### src/rtl/wb_arbiter.sv
// rtl/wb_arbiter.sv - writeback FIFO arbiter (LSU over ALU) with per-register pending-write scoreboard
module wb_arbiter #(
  parameter int BITSIZE = 32,
  parameter int DEPTH   = 4
) (
  input  logic               clk,
  input  logic               rstn_i,
  input  logic               flush_i,
  input  logic               issue_valid_i,
  input  logic [4:0]         issue_rd_i,
  input  logic               alu_valid_i,
  output logic               alu_ready_o,
  input  logic [4:0]         alu_rd_i,
  input  logic [BITSIZE-1:0] alu_data_i,
  input  logic               lsu_valid_i,
  output logic               lsu_ready_o,
  input  logic [4:0]         lsu_rd_i,
  input  logic [BITSIZE-1:0] lsu_data_i,
  input  logic [4:0]         rs1_i,
  input  logic [4:0]         rs2_i,
  output logic               rs1_busy_o,
  output logic               rs2_busy_o,
  output logic               rf_we_o,
  output logic [4:0]         rf_rd_o,
  output logic [BITSIZE-1:0] rf_data_o
);
  localparam int PTR_W = $clog2(DEPTH);
  localparam int CNT_W = $clog2(DEPTH + 1);

  logic [4:0]         fifo_rd_q   [DEPTH];
  logic [BITSIZE-1:0] fifo_data_q [DEPTH];
  logic [PTR_W-1:0]   wr_ptr_q, wr_ptr_d;
  logic [PTR_W-1:0]   rd_ptr_q, rd_ptr_d;
  logic [CNT_W-1:0]   count_q, count_d;
  logic [1:0]         pend_q [32];
  logic [1:0]         pend_d [32];

  logic               full, empty, lsu_acc, alu_acc, push, pop;
  logic [4:0]         push_rd, head_rd;
  logic [BITSIZE-1:0] push_data;
  logic [31:0]        inc_vec, dec_vec;

  function automatic logic reserved(input logic [4:0] r);
    return (r == 5'd0) || (r == 5'd31);
  endfunction

  assign full  = (count_q == CNT_W'(DEPTH));
  assign empty = (count_q == '0);

  // Readies are gated by rstn_i so they drop the moment reset asserts.
  assign lsu_ready_o = rstn_i && !full && !flush_i;
  assign alu_ready_o = rstn_i && !full && !flush_i && !lsu_valid_i;

  assign lsu_acc   = lsu_valid_i && lsu_ready_o;
  assign alu_acc   = alu_valid_i && alu_ready_o;
  assign push_rd   = lsu_acc ? lsu_rd_i : alu_rd_i;
  assign push_data = lsu_acc ? lsu_data_i : alu_data_i;
  assign push      = (lsu_acc || alu_acc) && !reserved(push_rd);
  assign pop       = !empty;
  assign head_rd   = fifo_rd_q[rd_ptr_q];

  assign rf_we_o   = !empty;
  assign rf_rd_o   = empty ? '0 : head_rd;
  assign rf_data_o = empty ? '0 : fifo_data_q[rd_ptr_q];

  assign rs1_busy_o = (pend_q[rs1_i] != 2'd0);
  assign rs2_busy_o = (pend_q[rs2_i] != 2'd0);

  assign inc_vec = (issue_valid_i && !reserved(issue_rd_i)) ? (32'd1 << issue_rd_i) : 32'd0;
  assign dec_vec = pop ? (32'd1 << head_rd) : 32'd0;

  always_comb begin
    wr_ptr_d = wr_ptr_q;
    rd_ptr_d = rd_ptr_q;
    count_d  = count_q;
    if (flush_i) begin
      rd_ptr_d = '0;
      wr_ptr_d = '0;
      count_d  = '0;
    end else begin
      if (push) wr_ptr_d = wr_ptr_q + PTR_W'(1);
      if (pop)  rd_ptr_d = rd_ptr_q + PTR_W'(1);
      count_d = count_q + CNT_W'(push) - CNT_W'(pop);
    end
  end

  // Counters saturate at 3 and floor at 0; a same-edge inc and dec cancel.
  always_comb begin
    for (int i = 0; i < 32; i++) begin
      pend_d[i] = pend_q[i];
      if (flush_i) begin
        pend_d[i] = 2'd0;
      end else if (inc_vec[i] && !dec_vec[i]) begin
        if (pend_q[i] != 2'd3) pend_d[i] = pend_q[i] + 2'd1;
      end else if (dec_vec[i] && !inc_vec[i]) begin
        if (pend_q[i] != 2'd0) pend_d[i] = pend_q[i] - 2'd1;
      end
    end
  end

  always_ff @(posedge clk or negedge rstn_i) begin
    if (!rstn_i) begin
      wr_ptr_q <= '0;
      rd_ptr_q <= '0;
      count_q  <= '0;
      for (int i = 0; i < 32; i++) pend_q[i] <= 2'd0;
    end else begin
      wr_ptr_q <= wr_ptr_d;
      rd_ptr_q <= rd_ptr_d;
      count_q  <= count_d;
      for (int i = 0; i < 32; i++) pend_q[i] <= pend_d[i];
    end
  end

  always_ff @(posedge clk) begin
    if (push) begin
      fifo_rd_q[wr_ptr_q]   <= push_rd;
      fifo_data_q[wr_ptr_q] <= push_data;
    end
  end
endmodule

### config.mk
export PLATFORM = sky130hd
export DESIGN_NAME = wb_arbiter
export DESIGN_NICKNAME = d
export VERILOG_FILES = /design/src/rtl/wb_arbiter.sv
export SDC_FILE = /design/constraint.sdc
export NUM_CORES = 1
export LEC_CHECK = 0
export ABC_AREA = 0
export BUFFER_PORTS_ARGS = -buffer_cell sky130_fd_sc_hd__buf_2
export CAP_MARGIN = 30
export CORE_UTILIZATION = 59
export DETAILED_ROUTE_END_ITERATION = 10
export HOLD_SLACK_MARGIN = 0.05
export MAX_ROUTING_LAYER = met4
export PLACE_DENSITY = 0.79
export SYNTH_ARGS = -nofsm -noshare
export SYNTH_HDL_FRONTEND = slang
export SYNTH_SLANG_ARGS = --single-unit
### constraint.sdc
create_clock -name clk -period 2.95 [get_ports clk]
set_input_delay 0.295 -clock clk [delete_from_list [all_inputs] [get_ports clk]]
set_output_delay 0.295 -clock clk [all_outputs]
set_load 0.01 [all_outputs]
### Word level (Yosys, flattened, before mapping)

Memory sizes are Yosys's and may differ from the RTL's.
Index checks and enable logic that the tools add are counted.

| word-level totals | value |
|---|---|
| register bits after elaboration | 71 |
| bits in writable memories | 148 |
| output and inout bits | 42 |
| word-level logic and storage cells | 636 |
| memories kept | 2 |

Memories:

| name | depth | bits a word | read ports | clocked after Yosys merged registers in | write ports | line | RTL |
|---|---|---|---|---|---|---|---|
| fifo_data_q | 4 | 32 | 1 | 0 | 1 | 31 | `logic [BITSIZE-1:0] fifo_data_q [DEPTH];` |
| fifo_rd_q | 4 | 5 | 1 | 0 | 1 | 30 | `logic [4:0] fifo_rd_q [DEPTH];` |

| cells by class | value |
|---|---|
| add/sub/neg operators | 68 |
| $lt $le $gt $ge | 2 |
| eq/ne operators | 68 |
| shift operators | 2 |
| multiplexer cells | 179 |
| bitwise gates (word level) | 2 |
| reductions and logical operators | 278 |

Operator list:

| operator | number |
|---|---|
| 2-bit 2-to-1 mux | 168 |
| 3-bit nonzero test | 64 |
| 32-bit 2-to-1 mux | 4 |
| 3-bit by 2-bit inequality test with 1-bit output, second input constant | 32 |
| 3-bit AND reduction | 32 |
| 1-bit logical AND | 71 |
| 1-bit logical NOT | 70 |
| 2-bit nonzero test | 35 |
| 2-bit by 1-bit adder with 2-bit output, second input constant | 34 |
| 2-bit inequality test, second input constant | 33 |
| 1-bit by 5-bit left shift with 32-bit output, first input constant | 2 |
| 2-bit by 1-bit subtractor with 2-bit output, second input constant | 32 |
| 2-bit binary-select mux with 5-bit select | 2 |
| 6-bit greater-or-equal comparator, second input constant | 2 |
| 5-bit inverter with 6-bit output | 2 |
| 5-bit equality test, second input constant | 2 |
| 5-bit logical NOT | 2 |
| 5-bit 2-to-1 mux | 2 |
| 3-bit by 1-bit adder with 3-bit output | 1 |
| 3-bit equality test, second input constant | 1 |
| 3-bit logical NOT | 1 |
| 1-bit logical OR | 3 |
| 3-bit 2-to-1 mux | 1 |
| 3-bit by 1-bit subtractor with 3-bit output | 1 |
| 1-bit 2-to-1 mux | 2 |

### Longest topological paths before layout

Gate-level depths: netlist (run 1).

| depth | value |
|---|---|
| depth after elaboration | 13 |
| gate-level depth with buffers | 13 |

### Least setup slack after synthesis (run 1)

OpenSTA, ideal clock, no wires.

| path | value |
|---|---|
| path kind | register to register |
| start | register count_q[1] |
| end | register count_q[2] |
| arrival time | 2.296 ns |
| slack | 0.522 ns |
| cell stages (with the launch flop) | 12 |
| buffers on the path | 1 |
| period minus slack after synthesis | 2.428 ns |
| cells stage by stage | dfrtp_1 -> nor3_1 -> inv_1 -> clkbuf_1 -> ha_1 -> inv_1 -> ha_1 -> inv_1 -> fa_1 -> xor2_1 -> xnor2_1 -> nor2_1 |

| between the ends | value |
|---|---|
| elaborated cells between the ends (all ways) | 19 |
| those cells by class | add/sub (2); eq/ne (2); mux (2); reduce/logical (13) |

RTL lines:

| element | line | RTL |
|---|---|---|
| start: declaration | 34 | `logic [CNT_W-1:0] count_q, count_d;` |
| start signal: assignment | 110 | `count_q <= count_d;` |
| 3-bit logical NOT | 48 | `assign empty = (count_q == '0);` |
| 1-bit logical NOT | -- |  |
| net rf_we_o | 23 | `output logic rf_we_o,` |
| 3-bit by 1-bit subtractor with 3-bit output | 83 | `count_d = count_q + CNT_W'(push) - CNT_W'(pop);` |
| 3-bit 2-to-1 mux | 76 | `if (flush_i) begin` |
| net count_d[2] | 34 |  |

The timed path passes the listed nets, and every way through them passes these cells.
A chain may end at the register's enable or synchronous reset.

### Worst setup path after layout (run 1)

| path | value |
|---|---|
| start | register pend_q[2] (netlist name) |
| end | output port rs1_busy_o |

| between the ends | value |
|---|---|
| cells in the longest elaborated chain, start to end | 4 |

RTL lines:

| element | line | RTL |
|---|---|---|
| start: declaration | 35 | `logic [1:0] pend_q [32];` |
| 2-bit binary-select mux with 5-bit select | 66 | `assign rs1_busy_o = (pend_q[rs1_i] != 2'd0);` |
| 2-bit 2-to-1 mux (not written as such) (2 in series) | 66 |  |
| 2-bit nonzero test | 66 |  |
| end: declaration | 21 | `output logic rs1_busy_o,` |

No other way between the ends. The select of a mux whose other input is x is not followed.

==> out/metrics.cfg, run 1 <==
[global_routing]
overflow=0
antenna_found_initial=0
grt_max_degree=72
grt_pass1_wl_um=44600
track_usage=0.296
grt_pass1_vias=8415

[synth]
ys_top_cells_by_area=edfxtp_1 38%, dfrtp_1 15%, mux4_2 9.6%, mux2_2 4.1%, a21oi_1 3.4%
synth_area_mm2=0.0117
synth_seq_area_share=0.533
synth_area_leader_cell=edfxtp_1
ys_types=63
avgSynthCellArea_um2=12.0
ys_ff_latch=219
synthArstFlopShare=0.324
synth_edf_count=148
syn_inst=972
synth_nets=1074
yosys_warnings=0
synth_ff_type=edfxtp_1
synth_top_area_share=0.381

[clock_tree]
cts_root_buf=clkbuf_16
clockBufferDepth=3
cts_tree=yes
clock_latency_ps=540
cts_max_level=1
cts.clk_slew.worst_paths_ps=60
clock_sinks=219
cts_setup_buffers=0
cts_buffers=24

[critical_path]
cp_cell_sequence=nor2_1 -> a21oi_1 -> mux4_2 -> mux4_2 -> buf_2
crit_path_max_incr_delay_ps=500
critical-path-slowest-cell=mux4_2
worstPathArrival_ps=2510
critPathMaxFanout=5
end_kind=output pin
crit_path_frequent_cell=mux4_2
crit_type=flop to output pin
cp-start-kind=flop
cp_data_required_time_ps=2650

[cells_and_area]
ff_latch_area_mm2=0.00622
post-route-cell-area_mm2=0.0136
nets=1206
final_cells=1387
drive_gt1_frac=0.290
fill_cells=1336
final_cell_mix=148 x edfxtp_1, 135 x buf_2, 79 x a21oi_1
final_core_util=0.700
syn_to_final_growth_pct=16.3
antenna_cells=0
final_common_cell=edfxtp_1
multi_input_area_mm2=0.00510

[drt]
ant_nets=0
via_per_inst=6.47
vias=8968
routed_wirelength_um=28600
drtPass1Iterations=8
wire_per_inst_um=20.6
drt_iter0_drc=736
drc_errors=0

[sta]
final_max_slew_viol_count=0
fin_setup_tns_ps=0
max_freq_mhz=356
setup_violations=0
finalHoldViolations=0
tightest_slew_ps=847
fin_crit_ps=2810
period_share=0.952
grt_setup_unrepaired=false
worst_clock_skew_ps=24.6
relSlewSlack=0.428

[floorplanning]
die_h_um=143
design.core.area_mm2=0.0194
die_area_mm2=0.0204
rows=51
initial_core_util=0.602
num_io_pins=137
fp.dieW_um=143

[power]
p_sw_w=0.00321
p_int_w=0.00656
p_comb_frac=0.315
vdd_drop_max_uv=688
p_clk_frac=0.325
leakage_nw=5.01
swShare=0.328
p_seq_frac=0.360
powerDensity_mw_per_mm2=719

[job]
maxCapViolCount=0

[place]
dp.cells=1342
placed_area_mm2=0.0127
portBuffers=136
gp_congestion=0.918
hpwl_um=19000

[hold_path]
worstHoldPathType=input pin to flop

[outcome]
status=finished, final reports clean

Yosys cell counts (6+ instances only):
master / count
a211oi_1: 26
a21o_1: 13
a21oi_1: 79
and2_1: 39
and3_1: 13
buf_2: 11
clkbuf_1: 46
dfrtp_1: 71
edfxtp_1: 148
ha_1: 6
inv_1: 26
mux2_2: 42
mux2i_1: 8
mux4_2: 50
nand2_1: 31
nand2b_1: 17
nand3_1: 19
nor2_1: 74
nor2b_1: 11
nor3_1: 35
nor3b_1: 6
nor4_1: 21
o211ai_1: 12
o21ai_0: 36
o22ai_1: 7
o311ai_0: 11
o31ai_1: 7
or2_2: 10
or4_1: 7
power groups by stage:
stage | Sequential (W) | Clock [W] | Combinational, W
after CTS | 0.00352 | 0.00321 | 0.00306
final | 0.00352 | 0.00318 | 0.00307
after detailed placement | 0.00358 | 0 | 0.00300
after floorplan | 0.00351 | 0 | 0.00206
after global placement | 0.00357 | 0 | 0.00293
after global routing | 0.00353 | 0.00333 | 0.00330
state kept, by name, indices dropped and copies added (netlist names):
signal / cells
fifo_rd_q: 20
fifo_data_q: 128
pend_q: 64
wr_ptr_q: 2
rd_ptr_q: 2
count_q: 3
worst max-delay path, delay by kind of cell, from the launching register on:
kind                   cells  cell delay [ps]
and+or+nand+nor            1              310
AOI/OAI and AO/OA          1              140
muxes                      2              970
DFF                        1              410
buffers and inverters      1              150
final timing paths:
| path | from | end | slack (ps) | cells after the start |
|---|---|---|---|---|
| worst min-delay path | lsu_data_i[30] | fifo_data_q[3][30] | 100 | 2 |
| worst min register to register | pend_q[1] | pend_q[1] | 520 | 2 |
| worst max-delay path | pend_q[2] | rs1_busy_o | 140 | 5 |
| min in group asynchronous | rstn_i | pend_q[58] | 420 | 3 |
| worst max register to register | rd_ptr_q[0] | pend_q[35] | 400 | 7 |
| max in group asynchronous | rstn_i | count_q[2] | 1610 | 4 |
per-stage QoR:
stage               worst slack, ps  hold slack (ps)  total power (W)
floorplan                       522           -0.591          0.00557
finish                          143              102          0.00977
global route                   38.9              100           0.0102
detailed placement              136              438          0.00658
CTS                            50.5             88.3          0.00978
global placement                317              443          0.00650
layout make-up:
class	instances	share of cell area
Sequential cell	219	0.458
Multi-Input combinational cell	663	0.376
Timing Repair Buffer	169	0.0715
Clock buffer	24	0.0442
Tap cell	265	0.0244
Clock inverter	20	0.0187
Inverter	27	0.00746
logic make-up (layout without fill, tap and decap cells):
| logic type | Yosys count | count (layout) | synth area share |
|---|---|---|---|
| AO/OA/AOI/OAI | 230 | 230 | 0.127 |
| XOR/XNOR | 4 | 4 | 0.00300 |
| adder cells (fa/ha/maj) | 7 | 7 | 0.00814 |
| buffers and inverters | 90 | 240 | 0.0314 |
| flip-flops | 219 | 219 | 0.533 |
| multiplexers | 100 | 100 | 0.144 |
| AND/OR/NAND/NOR | 322 | 322 | 0.154 |
per-layer routing:
layer	part of all wire	up-vias	wire, µm	global-route usage
li1	-	4054	-	-
met1	0.39	4390	11300	0.379
met2	0.50	446	14500	0.493
met3	0.076	78	2180	0.0476
met4	0.025	0	703	0.0792
met5	0	-	0	-
what timing repair did:
| action | CTS | global route |
|---|---|---|
| hold buffers | 1 | 0 |
| setup endpoints to repair | 0 | 3 |
| gates resized for setup | 0 | 1 |
| hold endpoints to repair | 34 | 0 |
Note: power is estimated with default switching activity, not from simulation.
==> run 2: changes to the inputs <==
CORE_UTILIZATION = 53   (was 59)
PLACE_DENSITY = 0.76   (was 0.79)
clock period = 2.55 ns   (was 2.95 ns; I/O delays follow)
==> out/metrics.cfg, run 2 (synthesis gave the netlist of run 1 again) <==
[sta]
grt_setup_unrepaired=true
worst_clock_skew_ps=10.1  ; -14.5 ps
final_max_slew_viol_count=0  ; unchanged
tightest_slew_ps=821  ; -26.0 ps
finalHoldViolations=0  ; unchanged
fin_crit_ps=2610
setup_violations=2  ; +2
relSlewSlack=0.453  ; +0.0250
period_share=1.02
worst_slack_ps=-56.8  ; -199 ps
max_freq_mhz=384

[critical_path]
cp_cell_sequence=nor3_1 -> a21oi_1 -> mux4_2 -> mux4_2 -> buf_6
crit_path_frequent_cell=mux4_2
crit_path_max_incr_delay_ps=510  ; about the same
r2r-end=pend_q[61]
reg2reg_depth=5  ; -2
rrSetupSlack_ps=120  ; -280 ps
end_kind=output pin
crit_type=flop to output pin
cp-start-kind=flop
cp_data_required_time_ps=2300  ; -350 ps
critical-path-slowest-cell=mux4_2
r2r_start=rd_ptr_q[0]
worstPathArrival_ps=2350  ; -160 ps
critPathMaxFanout=4  ; -1

[cells_and_area]
post-route-cell-area_mm2=0.0139  ; +2.2%
final_cell_mix=148 x edfxtp_1, 133 x buf_2, 78 x a21oi_1
syn_to_final_growth_pct=18.9
nets=1240  ; +2.8%
antenna_cells=0  ; unchanged
final_common_cell=edfxtp_1
drive_gt1_frac=0.322  ; +0.0324
regMostFlops=fifo_data_q
final_cells=1430  ; +3.1%
largest_reg_flops=128  ; unchanged
largestRegisters=fifo_data_q (128), pend_q (64), fifo_rd_q (20)

[global_routing]
grt_max_degree=72  ; unchanged
grt_pass1_wl_um=44400  ; -0.52%
overflow=0  ; unchanged
grt_pass1_vias=8270  ; -1.7%
track_usage=0.262  ; -0.0342
antenna_found_initial=0  ; unchanged

[floorplanning]
die_h_um=150  ; +5.4%
rows=53  ; +3.9%
fp.dieW_um=150  ; +5.4%
initial_core_util=0.549  ; -0.0534
design.core.area_mm2=0.0213  ; +9.7%
die_area_mm2=0.0226  ; +11%
num_io_pins=137  ; unchanged

[clock_tree]
cts_root_buf=clkbuf_16
clock_sinks=219  ; unchanged
cts.clk_slew.worst_paths_ps=60  ; about the same
clock_latency_ps=520  ; -20 ps
cts_buffers=24  ; unchanged
cts_max_level=1  ; unchanged
cts_tree=yes
clockBufferDepth=3  ; unchanged

[outcome]
violations=setup timing
status=complete, but fails checks

[hold_path]
hold_end=fifo_data_q[2][8]
worstHoldPathType=input pin to flop
min_from=lsu_data_i[8]
min_path_cells=2  ; unchanged

[drt]
via_per_inst=6.32  ; -2.3%
ant_nets=0  ; unchanged
wire_per_inst_um=20.2  ; -2.2%
drt_iter0_drc=740  ; +0.54%
vias=9034  ; +0.74%
routed_wirelength_um=28900  ; +0.85%
drc_errors=0  ; unchanged
drtPass1Iterations=6  ; -2

[place]
hpwl_um=19000  ; about the same
gp_congestion=0.875  ; -4.7%
placed_area_mm2=0.0129  ; +1.3%
dp.cells=1369  ; +2.0%
portBuffers=136  ; unchanged
dp_worst_setup_slack_ps=-131  ; -267 ps

[power]
power_w=0.0111  ; +14%
leakage_nw=5.20  ; +3.6%
vdd_drop_max_uv=565  ; -18%
powerDensity_mw_per_mm2=802  ; +12%

[job]
maxCapViolCount=0  ; unchanged

-- run 2: stage by stage --
| stage | hold WS [ps] | util | setup TNS [ps] |
|---|---|---|---|
| global placement | 349 | 0.605 | -22.5 |
| global route | 84.5 | 0.652 | -188 |
| CTS | 74.1 | 0.648 | -43.7 |
| finish | 85.7 | 0.652 | -84.8 |
| floorplan | -40.6 | - | 0 |
| detailed placement | 347 | 0.605 | -131 |
-- run 2: where the power goes --
| part | internal (W) | leakage, nW | switching [W] |
|---|---|---|---|
| clock | 0.00198 | 0.372 | 0.00141 |
| sequential | 0.00395 | 2.31 | 0.000120 |
| combinational | 0.00160 | 2.51 | 0.00208 |
-- run 2: metal layers --
layer	routed length [µm]	share of wire	vias up	global-route usage
met3	2200	0.076	45	0.0436
met2	14100	0.49	389	0.421
met4	460	0.016	0	0.0606
li1	-	-	4114	-
met5	0	0	-	-
met1	12100	0.42	4486	0.350
-- run 2: layout make-up --
cell class / instances / area, µm²
multi-input combinational: 663 / 5180
timing repair buffer: 203 / 1260
clock inverter: 17 / 135
fill: 1541 / 7400
clock buffer: 26 / 629
inverter: 27 / 101
tap: 275 / 344
sequential: 219 / 6230
-- run 2: worst max-delay path, delay by kind of cell (launching register included) --
kind	cells	cell delay, ps
buffers and inverters	1	140
muxes	2	1000
DFF	1	420
AOI/OAI and AO/OA	1	70
and+or+nand+nor	1	210
-- run 2: timing repair --
item	in CTS	in global routing
buffers inserted	12	5
endpoints found under the hold margin	25	0
pin swaps	5	3
setup endpoints to repair	2	6
hold buffers	1	0
gates resized for setup	13	15
-- run 2: how the worst max path moves through the flow --
| stage | start | end | slack (ps) | depth (start not counted) |
|---|---|---|---|---|
| after floorplan | count_q[1] | count_q[2] | 120 | 11 |
| after global placement | lsu_rd_i[0] | count_q[2] | -20 | 14 |
| after detailed placement | lsu_rd_i[0] | count_q[2] | -130 | 14 |
| after CTS | pend_q[8] | rs2_busy_o | -20 | 5 |
| after global routing | pend_q[6] | rs2_busy_o | -100 | 5 |
| final | pend_q[14] | rs2_busy_o | -60 | 5 |
==> run 3: changes to the inputs <==
clock period = 2.3 ns   (was 2.55 ns; I/O delays follow)
==> out/metrics.cfg, run 3 (synthesis gave the netlist of run 1 again) <==
[outcome]
status=complete, but fails checks
violations=setup timing

[floorplanning]
initial_core_util=0.549  ; unchanged
num_io_pins=137  ; unchanged
die_area_mm2=0.0226  ; unchanged
design.core.area_mm2=0.0213  ; unchanged
die_h_um=150  ; unchanged
rows=53  ; unchanged
fp.dieW_um=150  ; unchanged

[drt]
ant_nets=0  ; unchanged
drt_iter0_drc=808  ; +9.2%
drtPass1Iterations=5  ; -1
routed_wirelength_um=33600  ; +16%
vias=9585  ; +6.1%
via_per_inst=6.41  ; +1.4%
wire_per_inst_um=22.4  ; +11%
drc_errors=0  ; unchanged

[clock_tree]
clock_latency_ps=540  ; +20 ps
cts_tree=yes
cts_max_level=1  ; unchanged
cts_root_buf=clkbuf_16
cts.clk_slew.worst_paths_ps=70  ; about the same
clock_sinks=219  ; unchanged
cts_buffers=23  ; -4.2%
clockBufferDepth=3  ; unchanged

[critical_path]
r2r_start=rd_ptr_q[0]
critPathMaxFanout=4  ; unchanged
rrSetupSlack_ps=-140  ; -260 ps
worstPathArrival_ps=2350  ; about the same
r2r-end=pend_q[28]
reg2reg_depth=8  ; +3
crit_type=flop to output pin
cp-start-kind=flop
cp_data_required_time_ps=2070  ; -230 ps
end_kind=output pin

[cells_and_area]
post-route-cell-area_mm2=0.0154  ; +11%
fill_cells=1345  ; -13%
nets=1306  ; +5.3%
largestRegisters=fifo_data_q (128), pend_q (64), fifo_rd_q (20)
largest_reg_flops=128  ; unchanged
final_common_cell=edfxtp_1
drive_gt1_frac=0.428  ; +0.105
antenna_cells=0  ; unchanged
final_cell_mix=148 x edfxtp_1, 102 x buf_2, 71 x a21oi_1
ff_latch_area_mm2=0.00623  ; about the same
syn_to_final_growth_pct=32.1
multi_input_area_mm2=0.00567  ; +9.5%
regMostFlops=fifo_data_q

[hold_path]
worstHoldPathType=input pin to flop
hold_end=fifo_data_q[2][8]
min_from=lsu_data_i[8]
min_path_cells=2  ; unchanged

[sta]
finalHoldViolations=0  ; unchanged
setup_violations=33  ; +31
fin_crit_ps=2580
fin_setup_tns_ps=-1980  ; -1900 ps
relSlewSlack=0.391  ; -0.0618
final_max_slew_viol_count=0  ; unchanged
worst_slack_ps=-277  ; -220 ps
tightest_slew_ps=914  ; +92.7 ps
grt_setup_unrepaired=true
worst_clock_skew_ps=20.8  ; +10.7 ps
hold_slack_ps=57.5  ; -28.2 ps
max_freq_mhz=388
period_share=1.12

[place]
gp_congestion=0.925  ; +5.7%
hpwl_um=19500  ; +2.4%
portBuffers=136  ; unchanged
placed_area_mm2=0.0130  ; +1.3%

[power]
vdd_drop_max_uv=928  ; +64%
powerDensity_mw_per_mm2=965  ; +20%
leakage_nw=5.81  ; +12%

[global_routing]
grt_pass1_wl_um=49700  ; +12%
antenna_found_initial=0  ; unchanged
grt_pass1_vias=9210  ; +11%
overflow=0  ; unchanged
grt_max_degree=72  ; unchanged
track_usage=0.297  ; +0.0350

[job]
maxCapViolCount=0  ; unchanged

## run 3: cell count changes in the layout (fill, tap and decap cells not counted), sizes merged
cell | before | now
dlygate4sd3 | 1 | 19
buf | 202 | 250
clkinv | 14 | 5
bufinv | 2 | 3
clkinvlp | 2 | 3
clkbuf | 26 | 32
inv | 26 | 27
## run 3: repair_timing
item / CTS / global route
setup endpoints to repair: 47 / 89
pin swaps: 29 / 53
gates resized for setup: 106 / 153
hold buffers: 19 / 0
cloned: 2 / 3
buffers inserted: 29 / 18
endpoints found under the hold margin: 69 / 0
## run 3: layout make-up
cell class / instances / share of cell area
Sequential cell: 219 / 0.404
Inverter: 27 / 0.00657
Clock inverter: 11 / 0.00989
Multi-Input combinational cell: 663 / 0.368
Timing Repair Buffer: 270 / 0.148
Tap cell: 275 / 0.0223
Clock buffer: 31 / 0.0418
## run 3: per-layer routing
layer | routed length [µm] | vias to the layer above | part of all wire | track usage
met3 | 2740 | 90 | 0.082 | 0.0455
met1 | 12500 | 4740 | 0.37 | 0.362
met2 | 17300 | 490 | 0.52 | 0.510
met5 | 0 | - | 0 | -
li1 | - | 4265 | - | -
met4 | 1050 | 0 | 0.031 | 0.0884
## run 3: per-stage QoR
| step | setup WS, ps | instances | power [W] | utilization |
|---|---|---|---|---|
| floorplan | 17.1 | 972 | 0.00716 | - |
| global placement | -259 | 1388 | 0.00868 | 0.613 |
| detailed placement | -276 | 1388 | 0.00874 | 0.613 |
| CTS | -272 | 1480 | 0.0137 | 0.692 |
| global route | -348 | 1496 | 0.0154 | 0.725 |
| finish | -277 | 1496 | 0.0149 | 0.725 |
## run 3: worst max path at each step
stage	from	endpoint	slack, ps	depth (start not counted)
floorplan	count_q[1]	count_q[2]	20	11
global placement	lsu_rd_i[0]	count_q[2]	-260	14
detailed placement	lsu_rd_i[1]	count_q[2]	-280	14
CTS	pend_q[4]	rs1_busy_o	-270	5
global route	pend_q[10]	rs1_busy_o	-350	5
finish	pend_q[10]	rs2_busy_o	-280	5
## run 3: worst max-delay path, stage by stage, from the launching register on
cell and delay (ps):
dfrtp_1 440, nor2_4 150, a21oi_1 100, mux4_2 500, mux4_2 500, buf_6 140
## run 3: power by group
| group | total [W] | internal [W] | switching [W] | leakage, nW |
|---|---|---|---|---|
| Combinational | 0.00647 | 0.00339 | 0.00308 | 3.12 |
| Clock | 0.00396 | 0.00233 | 0.00163 | 0.385 |
| Sequential | 0.00447 | 0.00438 | 0.0000892 | 2.31 |
| Total | 0.0149 | 0.0101 | 0.00480 | 5.81 |
